## config.mk

```make
export PLATFORM = sky130hd
export DESIGN_NAME = decoder_scan
export DESIGN_NICKNAME = d
export VERILOG_FILES = /design/src/rtl/decoder_scan_pkg.sv /design/src/rtl/decoder_scan_dwell_timer.sv /design/src/rtl/decoder_scan.sv
export SDC_FILE = /design/constraint.sdc
export NUM_CORES = 1
export LEC_CHECK = 0
export ABC_AREA = 1
export CORE_MARGIN = 2
export CORE_UTILIZATION = 46
export CTS_CLUSTER_DIAMETER = 100
export DETAILED_ROUTE_END_ITERATION = 12
export GPL_TIMING_DRIVEN = 0
export PLACE_DENSITY = 0.75
export SKIP_LAST_GASP = 1
export SYNTH_ARGS = -nofsm -noshare
export SYNTH_HDL_FRONTEND = slang
export SYNTH_SLANG_ARGS = --single-unit
```

## constraint.sdc

```tcl
create_clock -name clk -period 1.5 [get_ports clk]
set_input_delay 0.225 -clock clk [delete_from_list [all_inputs] [get_ports clk]]
set_output_delay 0.225 -clock clk [all_outputs]
set_load 0.01 [all_outputs]
```

## src/rtl/decoder_scan_pkg.sv

```systemverilog
// Shared definitions for the decoder_scan strobe generator: mode codes,
// FSM state encoding and a one-hot helper sized for the widest select bus.
package decoder_scan_pkg;

    localparam int MAX_SEL_W = 8;
    localparam int MAX_OUT_W = 1 << MAX_SEL_W;

    localparam logic [1:0] MODE_DIRECT = 2'b00;
    localparam logic [1:0] MODE_SCAN   = 2'b01;
    localparam logic [1:0] MODE_SWEEP  = 2'b10;
    localparam logic [1:0] MODE_RSVD   = 2'b11;

    typedef enum logic [1:0] {
        ST_IDLE   = 2'd0,
        ST_DIRECT = 2'd1,
        ST_SCAN   = 2'd2,
        ST_SWEEP  = 2'd3
    } state_e;

    // Callers narrow the result with a size cast to their own output width.
    function automatic logic [MAX_OUT_W-1:0] onehot(input logic [MAX_SEL_W-1:0] idx);
        logic [MAX_OUT_W-1:0] r;
        r      = '0;
        r[idx] = 1'b1;
        return r;
    endfunction

endpackage

```

## src/rtl/decoder_scan_dwell_timer.sv

```systemverilog
// Dwell timer: counts 0..DWELL-1 while run is high and pulses tick on the
// last count, so a strobe held from a clear sees tick after DWELL cycles.
module decoder_scan_dwell_timer #(
    parameter int DWELL = 4
) (
    input  logic clk,
    input  logic rst,
    input  logic clear,
    input  logic run,
    output logic tick
);

    localparam int CNT_W = $clog2(DWELL + 1);
    localparam logic [CNT_W-1:0] CNT_LAST = CNT_W'(DWELL - 1);

    logic [CNT_W-1:0] cnt_q;
    logic [CNT_W-1:0] cnt_d;

    assign tick = run && (cnt_q == CNT_LAST);

    // Next count: clear wins, otherwise advance and wrap while running.
    always_comb begin
        cnt_d = cnt_q;
        if (clear) begin
            cnt_d = '0;
        end else if (run) begin
            cnt_d = (cnt_q == CNT_LAST) ? '0 : cnt_q + 1'b1;
        end
    end

    // Count register with synchronous reset.
    always_ff @(posedge clk) begin
        if (rst) begin
            cnt_q <= '0;
        end else begin
            cnt_q <= cnt_d;
        end
    end

endmodule

```

## src/rtl/decoder_scan.sv

```systemverilog
// Registered binary-to-one-hot decoder with direct select, continuous scan
// and one-shot sweep modes, plus selectable output polarity.
//
// state     | meaning
// ST_IDLE   | outputs inactive, waiting for a mode to launch
// ST_DIRECT | q follows sel each cycle
// ST_SCAN   | rotating strobe, DWELL cycles per index, wraps forever
// ST_SWEEP  | single pass 0..OUT_W-1, then done pulse and back to idle
module decoder_scan
    import decoder_scan_pkg::*;
#(
    parameter int SEL_W  = 3,
    parameter int DWELL  = 4,
    parameter bit INVERT = 1'b0
) (
    input  logic                  clk,
    input  logic                  rst,
    input  logic                  enable,
    input  logic [1:0]            mode,
    input  logic [SEL_W-1:0]      sel,
    input  logic                  start,
    output logic [(2**SEL_W)-1:0] q,
    output logic [SEL_W-1:0]      idx,
    output logic                  busy,
    output logic                  done
);

    localparam int OUT_W = 2 ** SEL_W;
    localparam logic [OUT_W-1:0] Q_IDLE   = {OUT_W{INVERT}};
    localparam logic [SEL_W-1:0] LAST_IDX = SEL_W'(OUT_W - 1);

    state_e             state_q, state_d;
    logic [OUT_W-1:0]   q_q, q_d;
    logic [SEL_W-1:0]   idx_q, idx_d;
    logic               busy_q, busy_d;
    logic               done_q, done_d;

    logic               timer_run;
    logic               timer_clear;
    logic               timer_tick;
    logic               last_tick;
    logic [SEL_W-1:0]   step_idx;

    function automatic logic [OUT_W-1:0] active(input logic [SEL_W-1:0] i);
        return OUT_W'(onehot(MAX_SEL_W'(i))) ^ {OUT_W{INVERT}};
    endfunction

    // Timer restarts on every state change so each run begins a fresh dwell.
    assign timer_run   = (state_q == ST_SCAN) || (state_q == ST_SWEEP);
    assign timer_clear = (state_d != state_q);
    assign last_tick   = timer_tick && (idx_q == LAST_IDX);

    decoder_scan_dwell_timer #(
        .DWELL (DWELL)
    ) u_dwell_timer (
        .clk   (clk),
        .rst   (rst),
        .clear (timer_clear),
        .run   (timer_run),
        .tick  (timer_tick)
    );

    // State and registered outputs; reset overrides everything.
    always_ff @(posedge clk) begin
        if (rst) begin
            state_q <= ST_IDLE;
            q_q     <= Q_IDLE;
            idx_q   <= '0;
            busy_q  <= 1'b0;
            done_q  <= 1'b0;
        end else begin
            state_q <= state_d;
            q_q     <= q_d;
            idx_q   <= idx_d;
            busy_q  <= busy_d;
            done_q  <= done_d;
        end
    end

    // Next-state selection; a dropped enable returns to idle from anywhere.
    always_comb begin
        state_d = state_q;
        if (!enable) begin
            state_d = ST_IDLE;
        end else begin
            case (state_q)
                ST_IDLE: begin
                    case (mode)
                        MODE_DIRECT: state_d = ST_DIRECT;
                        MODE_SCAN:   state_d = ST_SCAN;
                        MODE_SWEEP:  state_d = start ? ST_SWEEP : ST_IDLE;
                        MODE_RSVD:   state_d = ST_IDLE;
                        default:     state_d = ST_IDLE;
                    endcase
                end
                ST_DIRECT: if (mode != MODE_DIRECT) state_d = ST_IDLE;
                ST_SCAN:   if (mode != MODE_SCAN) state_d = ST_IDLE;
                ST_SWEEP:  if ((mode != MODE_SWEEP) || last_tick) state_d = ST_IDLE;
                default:   state_d = ST_IDLE;
            endcase
        end
    end

    // Output values for the state being entered; idx holds when idle.
    always_comb begin
        step_idx = (state_q != state_d) ? '0
                 : (timer_tick ? idx_q + 1'b1 : idx_q);
        q_d    = Q_IDLE;
        idx_d  = idx_q;
        busy_d = 1'b0;
        done_d = 1'b0;
        case (state_d)
            ST_DIRECT: begin
                idx_d = sel;
                q_d   = active(sel);
            end
            ST_SCAN, ST_SWEEP: begin
                idx_d  = step_idx;
                q_d    = active(step_idx);
                busy_d = 1'b1;
            end
            default: begin
                done_d = (state_q == ST_SWEEP) && enable
                      && (mode == MODE_SWEEP) && last_tick;
            end
        endcase
    end

    assign q    = q_q;
    assign idx  = idx_q;
    assign busy = busy_q;
    assign done = done_q;

endmodule

```

---- Yosys cells after proc, flatten, opt, wreduce, memory -nomap -nowiden ----
Index checks and enable logic that the tools add are counted.
word-level totals
  register bits ........................... 18
  output and inout bits ................... 13
  logic and storage cells ................. 60
operators by class
  add/subtract/negate cells ............... 2
  magnitude comparators ................... 4
  equality and inequality tests ........... 15
  mux-type cells .......................... 17
  reductions and logical operators ........ 16
operators with widths
  operator               count
  $lt A3 B9 Y1 const B   2
  $pmux W2 S4            2
  $pmux W8 S2            1
  $eq A2 B2 Y1 const B   6
  $mux W2                5
  $mux W3                3
  $logic_and A1 B1 Y1    7
  $add A3 B1 Y3 const B  2
  $demux W1 S3           2
  $eq A2 B1 Y1 const B   3
  $ge A3 B1 Y1 const B   2
  $pmux W3 S2            1
  $logic_not A2 Y1       2
  $ne A2 B2 Y1           2
  $reduce_bool A2 Y1     2
  $reduce_or A2 Y1       2
  $reduce_or A4 Y1       1
  $eq A3 B2 Y1 const B   1
  $eq A3 B3 Y1 const B   1
  $mux W1                3
  $logic_or A1 B1 Y1     2
  $ne A2 B1 Y1 const B   1
  $ne A2 B2 Y1 const B   1

---- Longest topological paths before layout ----
Gate-level depths: netlist of run 1.
  depth in word-level cells ............... 15
  depth in mapped cells ................... 13
  depth with buffers taken out ............ 13

---- Hierarchy ----
A second synthesis of run 1 with hierarchy kept.
second synthesis, totals
  cells, all modules ...................... 144
  area total of the unflattened synthesis .. 993.5 µm²
modules (own cells, without submodules)
  module                    instances  cells each  area an instance (µm²)  seq. area each (µm²)
  decoder_scan              1          127         864.6                   300.3
  decoder_scan_dwell_timer  1          17          128.9                   60.1

---- Worst setup path after synthesis of run 1 ----
No wires, ideal clock.
  path type ............................... flip-flop to flip-flop
  start ................................... reg idx_q[0] (netlist: idx[0])
  end ..................................... reg q_q[1] (netlist: q[1])
  setup time .............................. 70 ps
  data arrival time ....................... 1627 ps
  path slack .............................. -197 ps
  cell stages (with the launch flop) ...... 13
  buffers on the path ..................... 0
  clock period less this slack ............ 1697 ps
  cell sequence ........................... dfxtp_1 ha_1 ha_1 nand4_2 nand2_4 nand2_4 nand2_4 nand2_2 nand2_4 nand4_2 inv_2 nand2_1 a21oi_2
between the ends
  longest elaborated chain between the ends .. 13
ends and longest elaborated chain
  what                                                                line                    RTL
  start: declaration                                                  decoder_scan.sv:34      logic [SEL_W-1:0] idx_q, idx_d;
  start signal: assignment                                            decoder_scan.sv:74      idx_q <= idx_d;
  $eq A3 B3 Y1                                                        decoder_scan.sv:51      assign last_tick = timer_tick && (idx_q == LAST_IDX);
  $logic_and A1 B1 Y1                                                 decoder_scan.sv:51
  $logic_or A1 B1 Y1                                                  decoder_scan.sv:98      ST_SWEEP: if ((mode != MODE_SWEEP) || last_tick) state_d = ST_IDLE;
  $mux W2                                                             decoder_scan.sv:98
  $pmux W2 S4                                                         decoder_scan.sv:86      case (state_q)
  $mux W2                                                             decoder_scan.sv:83      if (!enable) begin
  $ne A2 B2 Y1                                                        decoder_scan.sv:106     step_idx = (state_q != state_d) ? '0
  $mux W3                                                             decoder_scan.sv:106
  $lt A3 B9 Y1 (implied by the code) or $ge A3 B1 Y1 (tied branches)  decoder_scan_pkg.sv:24  r[idx] = 1'b1;
  $logic_and A1 B1 Y1 (implied by the code)                           decoder_scan_pkg.sv:24
  $mux W1 (implied by the code)                                       decoder_scan_pkg.sv:24
  $demux W1 S3                                                        decoder_scan_pkg.sv:24
  $pmux W8 S2 (*)                                                     decoder_scan.sv:112     case (state_d)
  end signal: assignment                                              decoder_scan.sv:73      q_q <= q_d;
  end: declaration                                                    decoder_scan.sv:33      logic [OUT_W-1:0] q_q, q_d;
Mark *: on every way between the ends. The rest lies on a longest branch, timed or not.
A chain may end at the register's enable or synchronous reset.

---- Worst setup path after layout of run 1 ----
  start ................................... reg idx_q[0] (netlist: idx[0])
  end ..................................... reg q_q[6] (netlist: q[6])
The elaborated chain is that of the path after synthesis.

==> flow_metrics.env, run 1 <==
export IMPL_coreArea_um2=2280
export IMPL_fin_ws_ps=-207
export IMPL_drc=0
export IMPL_grtUsageTotal_pct=21.6
export IMPL_synthFlopType="dfxtp_1"
export IMPL_antenna_found_initial=0
export IMPL_postCtsHoldBufs=0
export IMPL_max_stage_delay_ps=370
export IMPL_clkTransAtPathRegs_ps=110
export IMPL_syn_avg_cell_area_um2=8.01
export IMPL_synth_edff_count=0
export IMPL_grt_max_degree=11
export IMPL_setup_viol=14
export IMPL_final_cell_area_um2=1670
export IMPL_via_per_inst=5.13
export IMPL_antenna_diode_count=0
export IMPL_worstPathArrival_ps=1950
export IMPL_async_reset_ff_share_pct=0
export IMPL_synthTopCellsByArea="dfxtp_1, nand2_1, nand2_4"
export IMPL_io_buffers=21
export IMPL_first_pass_iters=4
export IMPL_placementRows=17
export IMPL_cts_made_buffers=3
export IMPL_crit_family="simple AND/OR/NAND/NOR gates"
export IMPL_drt_initial_drc_count=27
export IMPL_nets=192
export IMPL_rsz0062_at_grt="true"
export IMPL_cts_htree_levels=1
export IMPL_dp_cells=190
export IMPL_ys_warn_count=0
export IMPL_place_ws_ps=-532
export IMPL_power_leakage_nw=0.683
export IMPL_ir_drop_v=0.000679
export IMPL_clkLatencyLatePin_ps=300
export IMPL_yosys_area_top_type="dfxtp_1"
export IMPL_ys_seq_elements=18
export IMPL_fillers=169
export IMPL_synth_top_area_share_pct=31.9
export IMPL_fmax_mhz=586
export IMPL_r2r_start="idx[0]$_SDFFE_PP0P_"
export IMPL_ys_seq_area_share_pct=31.9
export IMPL_wirelength_mm=2.72
export IMPL_cap_violations=0
export IMPL_start_util_pct=49.6
export IMPL_syn_nets=153
export IMPL_drv_slew=0
export IMPL_cts_tree="yes"
export IMPL_crit_fanout=5
export IMPL_fp_dieArea_um2=2870
export IMPL_wl_per_cell_um=13.1
export IMPL_synthCells=141
export IMPL_place_area_um2=1430
export IMPL_syn2layout_area_growth_pct=47.5
export IMPL_worst_clock_skew_ps=9.19
export IMPL_grt_pass1_wl_mm=4.44
export IMPL_synth_distinct_cells=31
export IMPL_grt_ovfl_total=0
export IMPL_drive_above_1_share_pct=45.3
export IMPL_power_density_nw_per_um2=683
export IMPL_min_period_ps=1710
export IMPL_cp_start_kind="register"
export IMPL_ant_nets=0
export IMPL_min_period_over_period_pct=114
export IMPL_cts_root_buf="clkbuf_4"
export IMPL_tightest_slew_ps=579
export IMPL_violations="setup timing"
export IMPL_min_from="u_dwell_timer.cnt_q[0]$_SDFFE_PP0P_"
export IMPL_io_pins=22
export IMPL_cts_sinks=18
export IMPL_die_h_um=53.6
export IMPL_finalNonFillerCells=207
export IMPL_dp_hpwl_mm=1.91
export IMPL_dr_total_vias=1061
export IMPL_crit_type="reg2reg"
export IMPL_hold_viol_final=0
export IMPL_cts_buffer_depth=2
export IMPL_place_gp_congestion=0.829
export IMPL_cp_common_cell="nand2_4"
export IMPL_cp_cell_sequence="ha_4 -> ha_4 -> nand4_4 -> nand2_4 -> nand2_4 -> nand2_8 -> nand2_4 -> nand2_4 -> clkinv_4 -> nand3_4 -> nor2_2 -> nand2_1 -> a21oi_2"
export IMPL_slew_headroom_pct=61.4
export IMPL_status="finished with violations"
export IMPL_cp_slowest_cell="dfxtp_4"
export IMPL_cp_required_ps=1740
export IMPL_min_path_type="reg2reg"
export IMPL_syn_cell_area_um2=1130
export IMPL_cp_startpoint="idx[0]$_SDFFE_PP0P_"
export IMPL_grt_pass1_vias=1028
export IMPL_cp_buffers_inverters=1
export IMPL_final_common_cell="nand2_1"
export IMPL_final_cell_mix="nand2_1, clkdlybuf4s50_1, dfxtp_1, buf_4"
export IMPL_die_w_um=53.6
export IMPL_endpoint_kind="register"
-- layer usage --
| metal | GRT usage [%] | part of all wire (%) | vias to the layer above |
|---|---|---|---|
| li1 | - | - | 534 |
| met1 | 24.2 | 43 | 489 |
| met2 | 40.3 | 51 | 34 |
| met3 | 5.56 | 5.3 | 4 |
| met4 | 5.13 | 0.74 | 0 |
| met5 | 0 | 0 | - |
-- worst register-to-register path: cells and delay by family (launching register included) --
kind                       cells  cell delay (ps)
DFF                            1              370
buffers and inverters          1               60
adders and majority gates      2              320
and+or+nand+nor                9              800
AOI/OAI and AO/OA              1              110
-- cell families (layout without fill, tap and decap cells) --
| logic type | Yosys count | after routing | synth area share, % |
|---|---|---|---|
| simple gates | 78 | 78 | 41.5 |
| xor+xnor | 1 | 1 | 0.775 |
| compound gates | 20 | 20 | 14.5 |
| fa+ha+maj | 3 | 3 | 3.32 |
| flops | 18 | 18 | 31.9 |
| buf+inv | 21 | 59 | 7.97 |
-- per-stage QoR --
step	hold WS (ps)	power, mW	util [%]	TNS [ps]
after detailed placement	487	0.805	63.0	-6700
final	457	1.14	73.2	-2000
after global routing	472	1.20	73.2	-3220
after CTS	456	1.12	70.6	-1790
after global placement	462	0.797	63.0	-5660
after floorplan	285	0.722	-	-552
-- state kept, by name, summed over array words and instances (netlist names) --
signal and count:
q 8, idx 3, u_dwell_timer.cnt_q 3, state_q 2
busy 1, done 1
-- synthesized netlist by cell type, types with 3 or more instances --
master   number
nor2_2        5
ha_1          3
nand2_1      30
nand2_2       3
a21oi_2       8
nand3_1      10
dfxtp_1      18
nor2_1       12
inv_1        12
nand2_4       8
inv_2         5
a31oi_1       3
-- area by class of cell --
type	instances	area, um2	share of cell area [%]
multi-input cells	102	825	49.5
flip-flops and latches	18	372	22.3
repair buffers	34	313	18.8
inverters	19	81.3	4.88
well taps	28	35.0	2.10
clock buffers	4	26.3	1.58
plain buffers	2	15.0	0.901
-- path summary, 6_finish.rpt --
path	depth (start not counted)	slack (ps)	end
setup / recovery	13	-210	q[6]$_SDFF_PP0_
hold / removal	1	460	u_dwell_timer.cnt_q[0]$_SDFFE_PP0P_
setup reg to reg	13	-210	q[6]$_SDFF_PP0_
hold reg to reg	1	460	u_dwell_timer.cnt_q[0]$_SDFFE_PP0P_
-- report_power, final --
part	total [mW]	switching [mW]	internal [mW]	leakage [nW]
combinational	0.370	0.216	0.154	0.519
clock	0.262	0.158	0.103	0.0150
sequential	0.506	0.0134	0.493	0.149
total	1.14	0.388	0.751	0.683
-- what timing repair did --
item / in CTS / in global routing
pin swaps: 10 / 2
endpoints found under the hold margin: 0 / 0
setup endpoints to repair: 15 / 17
buffers inserted: 11 / 2
resized for setup: 18 / 12
No activity file was read; power rests on OpenSTA's default activity.
==> run 2: changes to the inputs <==
- ABC_AREA: 1 -> unset
- CORE_UTILIZATION: 46 -> 45
- PLACE_DENSITY: 0.75 -> 0.74
- SKIP_LAST_GASP: 1 -> unset
==> flow_metrics.env, run 2 <==
export IMPL_status="finished with violations"
export IMPL_violations="setup timing"
export IMPL_grtUsageTotal_pct=23.2
export IMPL_grt_ovfl_total=0
export IMPL_syn_avg_cell_area_um2=9.24
export IMPL_cp_start_kind="register"
export IMPL_place_ws_ps=-679
export IMPL_drt_initial_drc_count=27
export IMPL_synth_distinct_cells=47
export IMPL_drive_above_1_share_pct=50.0
export IMPL_min_path_type="in2reg"
export IMPL_dr_total_vias=1047
export IMPL_cts_tree="yes"
export IMPL_top_layer="met4"
export IMPL_ir_drop_v=0.000560
export IMPL_cts_root_buf="clkbuf_4"
export IMPL_worst_clock_skew_ps=7.49
export IMPL_syn2layout_area_growth_pct=59.0
export IMPL_fin_ws_ps=-423
export IMPL_synth_commonest_cells="dfxtp_1, nor2_1, nand2_1"
export IMPL_first_pass_iters=4
export IMPL_ys_seq_area_share_pct=33.9
export IMPL_worstPathArrival_ps=2110
export IMPL_r2r_cells=9
export IMPL_met3_length_um=150
export IMPL_cts_buffer_depth=2
export IMPL_postCtsHoldBufs=0
export IMPL_synth_top_area_share_pct=33.9
export IMPL_slew_headroom_pct=56.8
export IMPL_dp_cells=162
export IMPL_cap_violations=0
export IMPL_power_leakage_nw=0.628
export IMPL_place_gp_congestion=0.791
export IMPL_start_util_pct=48.0
export IMPL_nets=167
export IMPL_synth_most_common_cell="dfxtp_1"
export IMPL_min_period_over_period_pct=128
export IMPL_clkLatencyLatePin_ps=310
export IMPL_syn_cell_area_um2=1060
export IMPL_p_total_mw=1.21
export IMPL_finalNonFillerCells=182
export IMPL_holdPathStages=2
export IMPL_antenna_diode_count=0
export IMPL_final_common_cell="clkdlybuf4s50_1"
export IMPL_cts_htree_levels=1
export IMPL_fmax_mhz=520
export IMPL_routed_wl_met2_mm=1.56
export IMPL_min_from="sel[2]"
export IMPL_dp_hpwl_mm=1.79
export IMPL_synthFlopType="dfxtp_1"
export IMPL_synthTopCellsByArea="dfxtp_1, nor2_1, nor3_1"
export IMPL_reg2reg_to="q[1]$_SDFF_PP0_"
export IMPL_antenna_found_initial=0
export IMPL_drc=0
export IMPL_drv_slew=0
export IMPL_clkTransAtPathRegs_ps=110
export IMPL_io_pins=22
export IMPL_wirelength_mm=3.02
export IMPL_ant_nets=0
export IMPL_final_cell_mix="clkdlybuf4s50_1, buf_4, dfxtp_1, nor2_1, nor3_2"
export IMPL_ys_warn_count=0
export IMPL_whs_ps=267
export IMPL_grt_pass1_vias=998
export IMPL_wl_per_cell_um=16.6
export IMPL_via_per_inst=5.75
export IMPL_coreArea_um2=2210
export IMPL_ys_seq_elements=18
export IMPL_grt_pass1_wl_mm=4.67
export IMPL_yosys_area_top_type="dfxtp_1"
export IMPL_r2r_start="idx[0]$_SDFFE_PP0P_"
export IMPL_tightest_slew_ps=649
export IMPL_rrSetupSlack_ps=-420
export IMPL_crit_type="reg2reg"
export IMPL_cts_sinks=18
export IMPL_cts_made_buffers=3
export IMPL_io_buffers=19
export IMPL_placementRows=17
export IMPL_hold_viol_final=0
export IMPL_fp_dieArea_um2=2770
export IMPL_die_w_um=52.6
export IMPL_grt_max_degree=11
export IMPL_crit_fanout=6
export IMPL_endpoint_kind="register"
export IMPL_min_to="q[3]$_SDFF_PP0_"
export IMPL_synthCells=115
export IMPL_async_reset_ff_share_pct=0
export IMPL_min_period_ps=1920
export IMPL_power_density_nw_per_um2=717
export IMPL_cp_required_ps=1690
export IMPL_rsz0062_at_grt="true"
export IMPL_setup_viol=16
export IMPL_largest_reg_flops=8
export IMPL_die_h_um=52.6
export IMPL_synth_edff_count=0
export IMPL_syn_nets=127
export IMPL_wl_met1_mm=1.28
[run 2: changes by cell type in the layout (fill, tap and decap cells not counted), moves of 5 or more]
cell     before  now
nand3_1       8    2
inv_2         5    0
inv_1        11    4
nor3_2        1    6
nand2_1      24    5
a21oi_2       9    2
nand2_2       8    2
[run 2: cell type report]
| class | instances | area (um2) |
|---|---|---|
| inverters | 4 | 15.0 |
| multi-input cells | 88 | 872 |
| clock buffers | 4 | 36.3 |
| flip-flops and latches | 18 | 373 |
| plain buffers | 5 | 38.8 |
| fillers | 159 | 523 |
| repair buffers | 35 | 319 |
| well taps | 28 | 35.0 |
[run 2: kinds of logic after synthesis]
| kind of cell | Yosys count | share of synthesized area, % |
|---|---|---|
| simple gates | 52 | 30.3 |
| compound gates | 26 | 20.5 |
| flops | 18 | 33.9 |
| buf+inv | 9 | 5.06 |
| mux | 4 | 4.24 |
| xor+xnor | 3 | 2.47 |
| fa+ha+maj | 3 | 3.53 |
[run 2: layer usage]
metal / global-route usage [%] / vias up
met2: 40.6 / 37
li1: - / 500
met4: 6.41 / 0
met5: 0 / -
met3: 4.57 / 4
met1: 28.6 / 506
[run 2: what timing repair did]
item | in CTS | in global routing
endpoints found under the setup margin | 15 | 18
buffers inserted | 8 | 7
resized for setup | 25 | 17
cloned | 1 | 0
pin swaps | 10 | 12
[run 2: worst max-delay path by stage]
| stage | startpoint | to | slack, ps | depth (start not counted) |
|---|---|---|---|---|
| 2_1_floorplan | idx[0]$_SDFFE_PP0P_ | q[4]$_SDFF_PP0_ | -320 | 8 |
| 3_3_place_gp | mode[1] | idx[0]$_SDFFE_PP0P_ | -600 | 7 |
| 3_5_place_dp | mode[1] | q[7]$_SDFF_PP0_ | -680 | 7 |
| 4_1_cts | idx[0]$_SDFFE_PP0P_ | q[0]$_SDFF_PP0_ | -370 | 8 |
| 5_1_grt | idx[0]$_SDFFE_PP0P_ | q[4]$_SDFF_PP0_ | -490 | 8 |
| 6_report | idx[0]$_SDFFE_PP0P_ | q[1]$_SDFF_PP0_ | -420 | 9 |
[run 2: per-stage QoR]
stage / TNS, ps / instance area (um2) / utilization (%)
detailed placement: -8680 / 1370 / 61.7
CTS: -4320 / 1570 / 70.8
global route: -6330 / 1690 / 76.4
finish: -5150 / 1690 / 76.4
global placement: -7530 / 1370 / 61.7
floorplan: -3010 / 1140 / -
[run 2: critical path, stage by stage, from the launching register on]
cell      delay (ps)
dfxtp_4          370
ha_4             160
ha_4             150
and4b_4          210
nor2_4           170
o211ai_4         160
buf_6            160
xnor2_2          120
a211oi_2         200
o32ai_1          110
[run 2: power breakdown]
part	total, mW	internal, mW	switching [mW]	leakage (nW)
sequential	0.508	0.495	0.0128	0.149
combinational	0.394	0.187	0.207	0.458
clock	0.310	0.148	0.161	0.0210
total	1.21	0.831	0.381	0.628
==> run 3: changes to the inputs <==
- TNS_END_PERCENT: unset -> 20
==> flow_metrics.env, run 3 (synthesis gave the netlist of run 2 again) <==
export IMPL_worstPathArrival_ps=2150
export IMPL_grt_max_degree=11
export IMPL_via_per_inst=5.77
export IMPL_cts_buffer_depth=2
export IMPL_dr_total_vias=999
export IMPL_io_pins=22
export IMPL_min_from="sel[2]"
export IMPL_endpoint_kind="register"
export IMPL_die_h_um=52.6
export IMPL_cp_startpoint="idx[0]$_SDFFE_PP0P_"
export IMPL_tightest_slew_ps=510
export IMPL_cts_tree="yes"
export IMPL_start_util_pct=48.0
export IMPL_finalNonFillerCells=173
export IMPL_antenna_found_initial=0
export IMPL_nets=158
export IMPL_grtUsageTotal_pct=20.2
export IMPL_min_path_type="in2reg"
export IMPL_drc=0
export IMPL_drive_above_1_share_pct=31.0
export IMPL_cp_start_kind="register"
export IMPL_drv_slew=0
export IMPL_place_gp_congestion=0.809
export IMPL_grt_pass1_wl_mm=4.20
export IMPL_io_buffers=19
export IMPL_cp_cell_sequence="ha_4 -> ha_4 -> and4b_4 -> o2bb2ai_4 -> nand3_4 -> or3_4 -> nor3_4 -> o2bb2ai_1"
export IMPL_clkLatencyLatePin_ps=300
export IMPL_cp_required_ps=1720
export IMPL_final_cell_mix="clkdlybuf4s50_1, dfxtp_1, nor2_1, buf_4, nand2_1"
export IMPL_clkTransAtPathRegs_ps=120
export IMPL_hold_viol_final=0
export IMPL_fp_dieArea_um2=2770
export IMPL_setup_viol=16
export IMPL_dp_cells=162
export IMPL_wl_met1_mm=1.12
export IMPL_cap_violations=0
export IMPL_first_pass_iters=4
export IMPL_worst_clock_skew_ps=19.4
export IMPL_rsz0062_at_grt="true"
export IMPL_status="finished with violations"
export IMPL_ir_drop_v=0.000546
export IMPL_min_period_over_period_pct=129
export IMPL_routed_wl_met2_mm=1.26
export IMPL_cp_common_cell="ha_4"
export IMPL_cp_slowest_cell="dfxtp_4"
export IMPL_cts_htree_levels=1
export IMPL_placementRows=17
export IMPL_syn2layout_area_growth_pct=40.3
export IMPL_power_leakage_nw=0.536
export IMPL_ant_nets=0
export IMPL_min_period_ps=1930
export IMPL_power_density_nw_per_um2=752
export IMPL_dp_hpwl_mm=1.77
export IMPL_p_total_mw=1.12
export IMPL_fin_ws_ps=-431
export IMPL_cts_root_buf="clkbuf_4"
export IMPL_fillers=202
export IMPL_drt_initial_drc_count=17
export IMPL_crit_fanout=4
export IMPL_antenna_diode_count=0
export IMPL_wl_per_cell_um=14.8
export IMPL_slew_headroom_pct=66.0
export IMPL_crit_type="reg2reg"
export IMPL_grt_pass1_vias=954
export IMPL_cts_made_buffers=3
export IMPL_die_w_um=52.6
export IMPL_final_common_cell="clkdlybuf4s50_1"
export IMPL_coreArea_um2=2210
export IMPL_wirelength_mm=2.55
export IMPL_final_cell_area_um2=1490
export IMPL_grt_ovfl_total=0
export IMPL_max_stage_delay_ps=380
export IMPL_r2r_start="idx[0]$_SDFFE_PP0P_"
export IMPL_postCtsHoldBufs=0
export IMPL_cts_sinks=18
export IMPL_place_area_um2=1320
export IMPL_largest_reg_flops=8
export IMPL_violations="setup timing"
export IMPL_met3_length_um=132
export IMPL_fmax_mhz=518
export IMPL_top_layer="met4"
## run 3: changes by cell type in the layout (fill, tap and decap cells not counted), moves of 2 or more
| cell | delta |
|---|---|
| xnor2_1 | +2 |
| nand2_1 | +3 |
| and2_1 | +2 |
| buf_4 | -6 |
| a21oi_2 | -2 |
| and2_4 | -2 |
| buf_6 | -3 |
| nand2_2 | -2 |
| xnor2_2 | -2 |
| a21oi_1 | +2 |
## run 3: where the power goes
part | leakage, nW | switching (mW) | internal [mW]
clock network | 0.0210 | 0.160 | 0.148
logic | 0.367 | 0.165 | 0.140
registers | 0.148 | 0.0129 | 0.495
## run 3: cell type report
class	instances	area [um2]	share of cell area, %
Sequential cell	18	372	24.9
Multi-Input combinational cell	88	753	50.5
Buffer	5	38.8	2.60
Tap cell	28	35.0	2.35
Clock buffer	4	36.3	2.43
Timing Repair Buffer	26	240	16.1
Inverter	4	15.0	1.01
## run 3: critical path, delay by kind of cell (launching register included)
family / cells / cell delay [ps]
adders and majority gates: 2 / 310
DFF: 1 / 380
and+or+nand+nor: 4 / 880
AOI/OAI and AO/OA: 2 / 280
## run 3: final timing paths
kind,to,slack (ps),depth (start not counted)
worst max-delay path,q[0]$_SDFF_PP0_,-430,8
worst min-delay path,q[3]$_SDFF_PP0_,280,2
worst max register to register,q[0]$_SDFF_PP0_,-430,8
worst min register to register,u_dwell_timer.cnt_q[2]$_SDFFE_PP0P_,530,1
## run 3: metrics by stage
stage          hold WS, ps  worst slack (ps)  util, %  setup TNS [ps]
2_1_floorplan          340              -323        -           -3380
3_3_place_gp           474              -562     59.6           -7330
3_5_place_dp           491              -598     59.6           -8100
4_1_cts                255              -404     65.8           -4730
5_1_grt                256              -530     67.4           -6380
6_report               276              -431     67.4           -5060
## run 3: routing by layer
layer,GRT usage (%),vias to the layer above
met1,25.4,476
met3,4.00,8
met2,34.6,37
li1,-,478
met4,5.98,0
met5,0,-
## run 3: timing repair
action | 4_1_cts | 5_1_grt
buffers inserted | 6 | 1
resized for setup | 15 | 8
pin swaps | 9 | 3
setup endpoints to repair | 17 | 17
